===== src/rtl/sdram_host_arb.sv =====
// Two-port host arbiter and command sequencer for the SDRAM controller.
// Arbitrates between a mode-register request and two round-robin ports,
// latches the winning transaction, drives one controller command, routes
// read beats back to the granted port and pulses a completion strobe.
module sdram_host_arb #(
   parameter int ADDR_W = 20,
   parameter int DATA_W = 16
) (
   input  logic              sys_clk,
   input  logic              sys_rst_l,
   input  logic              req0,
   input  logic              req1,
   input  logic              we0,
   input  logic              we1,
   input  logic [ADDR_W-1:0] addr0,
   input  logic [ADDR_W-1:0] addr1,
   input  logic [DATA_W-1:0] wdata0,
   input  logic [DATA_W-1:0] wdata1,
   output logic              done0,
   output logic              done1,
   output logic              rvalid0,
   output logic              rvalid1,
   output logic [DATA_W-1:0] rdata,
   input  logic              mode_req,
   output logic              mode_ack,
   input  logic              ctl_idle,
   input  logic              doing_refresh,
   input  logic              sd_rd_ena,
   input  logic [DATA_W-1:0] sd_rdata,
   input  logic [2:0]        modereg_burst_length,
   output logic              do_read,
   output logic              do_write,
   output logic              do_mode_set,
   output logic [ADDR_W-1:0] mp_addx,
   output logic [DATA_W-1:0] mp_wdata,
   output logic [1:0]        grant_id,
   output logic              err_beat
);

   typedef enum logic [2:0] {
      ST_ARB,
      ST_ISSUE,
      ST_HOLD,
      ST_BUSY,
      ST_DONE
   } state_t;

   localparam logic [1:0] GID_NONE = 2'd0;
   localparam logic [1:0] GID_P0   = 2'd1;
   localparam logic [1:0] GID_P1   = 2'd2;
   localparam logic [1:0] GID_MODE = 2'd3;

   state_t              state_q, state_d;
   logic                last_q, last_d;          // 1 = port1 was served last
   logic [1:0]          grant_q, grant_d;
   logic                rd_q, rd_d;              // granted transaction is a port read
   logic [ADDR_W-1:0]   mp_addx_q, mp_addx_d;
   logic [DATA_W-1:0]   mp_wdata_q, mp_wdata_d;
   logic                do_read_q, do_read_d;
   logic                do_write_q, do_write_d;
   logic                do_mode_q, do_mode_d;
   logic [3:0]          beat_cnt_q, beat_cnt_d;
   logic [DATA_W-1:0]   rdata_q, rdata_d;
   logic                rvalid0_q, rvalid0_d;
   logic                rvalid1_q, rvalid1_d;
   logic                done0_q, done0_d;
   logic                done1_q, done1_d;
   logic                mode_ack_q, mode_ack_d;
   logic                err_beat_q, err_beat_d;

   logic [3:0]          exp_beats;
   logic                pick0, pick1;
   logic                beat_hit;

   // Decode the controller's burst-length code into the expected beat count.
   always_comb begin
      case (modereg_burst_length)
         3'd0:    exp_beats = 4'd1;
         3'd1:    exp_beats = 4'd2;
         3'd2:    exp_beats = 4'd4;
         default: exp_beats = 4'd8;
      endcase
   end

   // Round-robin choice between the ports and read-beat qualification.
   always_comb begin
      pick0    = req0 && (!req1 || last_q);
      pick1    = req1 && (!req0 || !last_q);
      beat_hit = rd_q && sd_rd_ena
                 && ((state_q == ST_HOLD) || (state_q == ST_BUSY))
                 && ((grant_q == GID_P0) || (grant_q == GID_P1));
   end

   // Next-state and next-output logic for the transaction sequencer.
   always_comb begin
      // NOTE: every _d gets a default first so no path leaves a variable
      // unassigned; that is what keeps this block free of inferred latches.
      state_d    = state_q;
      last_d     = last_q;
      grant_d    = grant_q;
      rd_d       = rd_q;
      mp_addx_d  = mp_addx_q;
      mp_wdata_d = mp_wdata_q;
      do_read_d  = do_read_q;
      do_write_d = do_write_q;
      do_mode_d  = do_mode_q;
      beat_cnt_d = beat_cnt_q;
      rdata_d    = rdata_q;
      err_beat_d = err_beat_q;
      rvalid0_d  = 1'b0;
      rvalid1_d  = 1'b0;
      done0_d    = 1'b0;
      done1_d    = 1'b0;
      mode_ack_d = 1'b0;

      case (state_q)
         ST_ARB: begin
            if (ctl_idle && !doing_refresh) begin
               if (mode_req) begin
                  grant_d    = GID_MODE;
                  rd_d       = 1'b0;
                  do_mode_d  = 1'b1;
                  beat_cnt_d = 4'd0;
                  state_d    = ST_ISSUE;
               end else if (pick0) begin
                  grant_d    = GID_P0;
                  rd_d       = !we0;
                  do_read_d  = !we0;
                  do_write_d = we0;
                  mp_addx_d  = addr0;
                  mp_wdata_d = wdata0;
                  beat_cnt_d = 4'd0;
                  state_d    = ST_ISSUE;
               end else if (pick1) begin
                  grant_d    = GID_P1;
                  rd_d       = !we1;
                  do_read_d  = !we1;
                  do_write_d = we1;
                  mp_addx_d  = addr1;
                  mp_wdata_d = wdata1;
                  beat_cnt_d = 4'd0;
                  state_d    = ST_ISSUE;
               end
            end
         end
         ST_ISSUE: begin
            if (!ctl_idle) state_d = ST_HOLD;
         end
         ST_HOLD: begin
            // Command stays up through this cycle, then drops for good so
            // the controller cannot relaunch when it returns to idle.
            do_read_d  = 1'b0;
            do_write_d = 1'b0;
            do_mode_d  = 1'b0;
            state_d    = ST_BUSY;
         end
         ST_BUSY: begin
            if (ctl_idle) begin
               done0_d    = (grant_q == GID_P0);
               done1_d    = (grant_q == GID_P1);
               mode_ack_d = (grant_q == GID_MODE);
               state_d    = ST_DONE;
            end
         end
         ST_DONE: begin
            if (rd_q && (beat_cnt_q != exp_beats)) err_beat_d = 1'b1;
            if (grant_q == GID_P0) last_d = 1'b0;
            if (grant_q == GID_P1) last_d = 1'b1;
            grant_d = GID_NONE;
            rd_d    = 1'b0;
            state_d = ST_ARB;
         end
         default: state_d = ST_ARB;
      endcase

      if (beat_hit) begin
         rdata_d    = sd_rdata;
         rvalid0_d  = (grant_q == GID_P0);
         rvalid1_d  = (grant_q == GID_P1);
         beat_cnt_d = (beat_cnt_q == 4'hF) ? beat_cnt_q : beat_cnt_q + 4'd1;
      end
   end

   // State and output registers; reset returns everything to idle at once.
   always_ff @(posedge sys_clk or negedge sys_rst_l) begin
      if (!sys_rst_l) begin
         state_q    <= ST_ARB;
         last_q     <= 1'b1;
         grant_q    <= GID_NONE;
         rd_q       <= 1'b0;
         mp_addx_q  <= '0;
         mp_wdata_q <= '0;
         do_read_q  <= 1'b0;
         do_write_q <= 1'b0;
         do_mode_q  <= 1'b0;
         beat_cnt_q <= 4'd0;
         rdata_q    <= '0;
         rvalid0_q  <= 1'b0;
         rvalid1_q  <= 1'b0;
         done0_q    <= 1'b0;
         done1_q    <= 1'b0;
         mode_ack_q <= 1'b0;
         err_beat_q <= 1'b0;
      end else begin
         // NOTE: non-blocking updates so every flop samples the pre-edge
         // value of every other flop, independent of statement order.
         state_q    <= state_d;
         last_q     <= last_d;
         grant_q    <= grant_d;
         rd_q       <= rd_d;
         mp_addx_q  <= mp_addx_d;
         mp_wdata_q <= mp_wdata_d;
         do_read_q  <= do_read_d;
         do_write_q <= do_write_d;
         do_mode_q  <= do_mode_d;
         beat_cnt_q <= beat_cnt_d;
         rdata_q    <= rdata_d;
         rvalid0_q  <= rvalid0_d;
         rvalid1_q  <= rvalid1_d;
         done0_q    <= done0_d;
         done1_q    <= done1_d;
         mode_ack_q <= mode_ack_d;
         err_beat_q <= err_beat_d;
      end
   end

   assign do_read     = do_read_q;
   assign do_write    = do_write_q;
   assign do_mode_set = do_mode_q;
   assign mp_addx     = mp_addx_q;
   assign mp_wdata    = mp_wdata_q;
   assign rdata       = rdata_q;
   assign rvalid0     = rvalid0_q;
   assign rvalid1     = rvalid1_q;
   assign done0       = done0_q;
   assign done1       = done1_q;
   assign mode_ack    = mode_ack_q;
   assign grant_id    = grant_q;
   assign err_beat    = err_beat_q;

endmodule


===== config.mk =====
export PLATFORM = sky130hd
export DESIGN_NAME = sdram_host_arb
export DESIGN_NICKNAME = d
export VERILOG_FILES = /design/src/rtl/sdram_host_arb.sv
export SDC_FILE = /design/constraint.sdc
export NUM_CORES = 1
export LEC_CHECK = 0
export BUFFER_PORTS_ARGS = -buffer_cell sky130_fd_sc_hd__buf_4
export CAP_MARGIN = 20
export CORE_MARGIN = 2
export CORE_UTILIZATION = 30
export DETAILED_ROUTE_END_ITERATION = 6
export GPL_ROUTABILITY_DRIVEN = 0
export PLACE_DENSITY_LB_ADDON = 0.3
export SYNTH_ARGS = -nofsm -noshare
export SYNTH_HDL_FRONTEND = slang
export SYNTH_SLANG_ARGS = --single-unit

===== constraint.sdc =====
create_clock -name sys_clk -period 1.65 [get_ports sys_clk]
set_input_delay 0.0825 -clock sys_clk [delete_from_list [all_inputs] [get_ports sys_clk]]
set_output_delay 0.0825 -clock sys_clk [all_outputs]
set_load 0.05 [all_outputs]

# After elaboration in Yosys (flattened, before gate mapping)
# Index checks and enable logic that the tools add are counted.
classes:
  n_reduce_logical: 34
  bitwise: 1
  mux: 50
  eq_ne: 19
  n_addsub: 1
op_table:
  columns: ["operator", "n"]
  rows:
  - ["2-to-1 mux 20 bit", 2]
  - ["2-to-1 mux 16 bit", 2]
  - ["2-to-1 mux 4 bit", 7]
  - ["2-to-1 mux 1 bit", 22]
  - ["2-to-1 mux 3 bit", 6]
  - ["AND reduction 4 bit", 4]
  - ["inequality test 2 bit (second input constant)", 6]
  - ["case mux 3 bit (4 select lines)", 1]
  - ["case mux 4 bit (3 select lines)", 1]
  - ["nonzero test 2 bit", 6]
  - ["== test 3 x 2 -> 1 bit (second input constant)", 3]
  - ["2-to-1 mux 2 bit", 4]
  - ["case mux 1 bit (2 select lines)", 4]
  - ["logical AND 1 bit", 7]
  - ["== test 3 x 1 -> 1 bit (second input constant)", 2]
  - ["logical NOT 1 bit", 6]
  - ["logical NOT 3 bit", 2]
  - ["AND reduction 3 bit", 2]
  - ["adder 4 x 1 -> 4 bit (second input constant)", 1]
  - ["== test 2 bit (second input constant)", 2]
  - ["== test 4 bit (second input constant)", 1]
  - ["logical OR 1 bit", 4]
  - ["inequality test 4 bit", 1]
  - ["inequality test 4 bit (second input constant)", 1]
  - ["7 further kinds", 8]
word_totals:
  reg_bits: 72

# Logic depth before layout (Yosys ltp)
logic_depth:
  depth_word: 9
  mapped_depth: 7

# Worst setup path after synthesis
# Ideal clock, no wire load.
synth_timing:
  path_type: "reg-to-reg"
  startpoint: "register grant_q[0] (netlist: grant_id[0])"
  endpoint: "register rdata_q[10] (netlist: rdata[10])"
  setup_time_ns: 0.125
  arrival_ns: 2.042
  stages_incl_launch_ff: 6
  path_slack_ns: -0.516
  n_path_buf: 1
  path_cell_list: "dfrtp_1 inv_1 ha_1 nor2_2 buf_2 mux2_2"
synth_between:
  elab_chain_cells: 3
  word_cells_on_any_way: 4
  classes_between: "eq/ne: 2; reduce/logical: 2"
synth_rtl:
  columns: ["element", "line_no", "rtl"]
  rows:
  - ["start, declared", "55", "logic [1:0] grant_q, grant_d;"]
  - ["start signal, assigned", "209", "grant_q <= grant_d;"]
  - ["== test 2 x 1 -> 1 bit / == test 2 bit (equally long branches)", "91", "&& ((grant_q == GID_P0) || (grant_q == GID_P1));"]
  - ["logical OR 1 bit *", "91", null]
  - ["logical AND 1 bit *", "91", null]
  - ["end signal, assigned", "217", "rdata_q <= rdata_d;"]
  - ["end, declared", "63", "logic [DATA_W-1:0] rdata_q, rdata_d;"]
# Every way passes the cells marked *; elsewhere a longest branch is shown, timed or not.
# A chain may end at the register's enable or synchronous reset.

# Worst setup path in the final report
layout_timing:
  startpoint: "register state_q[2]"
  endpoint: "register do_write_q (netlist: do_write)"
layout_between:
  elab_chain_cells: 3
  word_cells_on_any_way: 8
  classes_between: "eq/ne: 4; mux: 1; reduce/logical: 3"
layout_rtl:
  columns: ["element", "line_no", "rtl"]
  rows:
  - ["start, declared", "53", "state_t state_q, state_d;"]
  - ["start signal, assigned", "207", "state_q <= state_d;"]
  - ["logical NOT 3 bit / == test 3 x 2 -> 1 bit (equally long branches)", "116", "case (state_q)"]
  - ["inequality test 3 bit (no source line), or another cell as far along", null, null]
  - ["AND reduction 4 bit (no source line)", null, null]
  - ["end signal, assigned", "214", "do_write_q <= do_write_d;"]
  - ["end, declared", "60", "logic do_write_q, do_write_d;"]
# Several ways; a longest one is shown, not always the timed one.

==> flow_summary_export.csv <==
group,metric,value,unit
timing,setup_viol,61,
detailed_routing,drt.antenna.violating_nets,0,
timing,fmax,0.529,GHz
worst_setup_path,crit_fanout,3,
outcome,violations,"negative setup slack",
worst_setup_path,path_cells,"or4b_4 -> buf_12 -> nor3_4 -> buf_6 -> o2111ai_4 -> o221a_2",
worst_setup_path,max_stage_delay,0.58,ns
pwr,peakVddDrop,0.863,mV
placed_design,hpwlAfterDp,6290,um
min_path,hold_class,"in2reg",
worst_setup_path,startpoint_type,"register",
cts,clk_pin_slew,0.07,ns
finish,nets,599,
placed_design,dp_slack,-0.263,ns
synthesis,synthDistinctLibCells,39,
finish,area_delta_synth_final,68.7,%
die,die_area,11700,um2
worst_setup_path,end_kind,"register",
global_route,grt_pass1_wl,14300,um
worst_setup_path,cp.arrival,2.12,ns
detailed_routing,drtIter0Drc,72,
cts,cts_inserted_buffers,9,
finish,utilization,51.3,%
detailed_routing,viasPerCell,4.66,
timing,skew,0.0116,ns
outcome,status,"complete, but fails checks",
detailed_routing,wl,9700,um
cts,ctsHtreeMaxLevel,3,
synthesis,yosysWarnings,0,
timing,finalWorstSetupSlack,-0.239,ns
detailed_routing,vias,2979,
timing,max_slew_margin,64.1,%
synthesis,syn_inst,288,
timing,finalHoldViolCount,0,
placed_design,io_buffers,163,
timing,rsz0062_at_grt,"yes",
die,ioPinCount,164,
cts,cts_tree,"yes",
global_route,grt_max_degree,39,
detailed_routing,first_pass_iters,4,
finish,regArea,1810,um2
die,die_w,108,um
synthesis,syn_area,3270,um2
synthesis,synth.avg_cell_area,11.3,um2
cts,clockRootBuffer,"clkbuf_8",
finish,multiInputGateArea,1530,um2
synthesis,ys_async_sr_fraction,100,%
global_route,grt_remaining_overflow,0,
die,rows,38,
timing,setup_tns,-9.35,ns
worst_setup_path,crit_type,"reg2reg",
timing,timing.final.crit_share,115,%
timing,drv_slew,0,
synthesis,ys_seq_area_share,55.2,%
synthesis,synthesis.nets,393,
synthesis,synth_enable_flop_cells,0,
timing,worst_pin_slew,0.534,ns
run,cap_viol_max_count,0,
pwr,p_leak,2.74,nW
cts,clkLatencyLatePin,0.34,ns
global_route,grt_usage,15.9,%
detailed_routing,wl_per_cell,15.2,um
die,start_util,30.4,%
die,die_h,108,um
die,core_area,10700,um2
cts,cts_sinks,72,
worst_setup_path,cp_slowest_cell,"or4b_4",
detailed_routing,drc,0,
global_route,grt_pass1_vias,2920,
worst_setup_path,required,1.88,ns
global_route,grt_antenna_before_repair,0,
finish,num-fill-cells,1003,
finish,diodes,0,
pwr,powerDensity,1810,nW/um2
synthesis,ys.flop_type,"dfrtp_1",
timing,period_minus_slack,1.89,ns
synthesis,ys_ff_latch,72,
cts,clockBufferDepth,2,
finish,drive_gt1_share,51.5,%
critical path, delay by kind of cell, from the launching register on:
kind	cells	cell delay (ns)
buffers and inverters	2	0.28
DFF	1	0.39
and+or+nand+nor	2	0.78
AOI/OAI and AO/OA	2	0.33
stage by stage:
| stage | hold WS, ns | power (mW) | area [um2] | cells |
|---|---|---|---|---|
| after floorplan | -0.213 | 6.57 | 3320 | 288 |
| after global placement | 0.0381 | 8.30 | 4780 | 591 |
| after detailed placement | 0.0441 | 8.41 | 4780 | 591 |
| after CTS | 0.0146 | 9.89 | 5340 | 634 |
| after global routing | 0.0231 | 10.5 | 5510 | 639 |
| final | 0.0355 | 9.98 | 5510 | 639 |
Yosys cell counts, types with 2 or more instances:
master | number | area share, %
nand3_1 | 2 | 0.31
and2_1 | 4 | 0.77
nand2_1 | 4 | 0.46
nor3_1 | 6 | 0.92
dfrtp_1 | 71 | 54
nor4bb_1 | 2 | 0.61
buf_6 | 4 | 1.4
mux2i_1 | 36 | 11
nand2b_1 | 3 | 0.57
buf_4 | 2 | 0.46
ha_1 | 4 | 1.5
a311oi_1 | 3 | 0.80
nor2_1 | 49 | 5.6
clkbuf_1 | 3 | 0.34
mux2_2 | 18 | 6.2
a21oi_2 | 2 | 0.54
a21oi_1 | 39 | 6.0
o21ai_0 | 3 | 0.46
xnor2_1 | 2 | 0.54
a211oi_1 | 2 | 0.46
inv_1 | 6 | 0.69
nor2b_1 | 2 | 0.38
buf_2 | 5 | 0.77
logic make-up after synthesis:
kind of cell             Yosys count  share of synthesized area (%)
AO/OA/AOI/OAI                     54                           9.61
XOR/XNOR                           3                          0.804
AND/OR/NAND/NOR                   81                           12.0
multiplexers                      54                           17.2
adder cells (fa/ha/maj)            4                           1.53
buffers and inverters             20                           3.64
flip-flops                        72                           55.2
where the power goes:
group          leakage, nW  switching [mW]  internal [mW]
clock network       0.0887           0.680          0.589
logic                 1.77            3.64           2.06
registers            0.885           0.488           2.52
area by class of cell:
class	instances	share of cell area, %
Clock buffer	10	2.50
Inverter	6	0.409
Clock inverter	6	0.772
Multi-Input combinational cell	196	27.8
Tap cell	140	3.18
Sequential cell	72	32.8
Timing Repair Buffer	209	32.6
routing by layer:
layer	GRT usage, %	wire length, um	up-vias
li1	-	-	1430
met2	27.2	5070	74
met5	0	0	-
met3	3.07	413	12
met1	19.7	4050	1463
met4	6.32	160	0
registers in the layout, indices dropped and copies added (netlist names), 2 cells and up:
register,cells
beat_cnt_q,4
mp_wdata,16
state_q,3
mp_addx,20
rdata,16
grant_id,2
path summary, 6_finish.rpt:
| check | cells past startpoint | endpoint | slack (ns) | startpoint |
|---|---|---|---|---|
| worst min register to register | 1 | rdata[5]$_DFFE_PN0P_ | 0.52 | rdata[5]$_DFFE_PN0P_ |
| worst min-delay path | 3 | mp_addx[9]$_DFFE_PN0P_ | 0.04 | addr0[9] |
| worst max-delay path | 6 | do_write$_DFFE_PN0P_ | -0.24 | state_q[2]$_DFFE_PN0P_ |
| worst max register to register | 6 | do_write$_DFFE_PN0P_ | -0.24 | state_q[2]$_DFFE_PN0P_ |
| min in group asynchronous | 2 | rdata[5]$_DFFE_PN0P_ | 0.20 | sys_rst_l |
| max in group asynchronous | 3 | mp_addx[0]$_DFFE_PN0P_ | 0.89 | sys_rst_l |
cells in the final DEF (no fill, tap or decap), types with 4 or more instances in the layout:
cell type	count
inv_1	5
dfrtp_1	69
buf_12	5
and2_1	4
mux2_4	17
a21oi_1	34
clkbuf_8	10
nor2_2	8
nor2_1	40
buf_4	173
nor3_1	5
buf_6	7
a21oi_2	7
mux2i_1	36
dlygate4sd3_1	19
timing repair:
item	CTS	global route
endpoints found under the hold margin	45	0
setup endpoints to repair	54	61
hold buffers	19	0
resized for setup	17	29
pin swaps	2	4
cloned	3	2
setup buffers	5	3
Power figures use the tool's default switching activity.
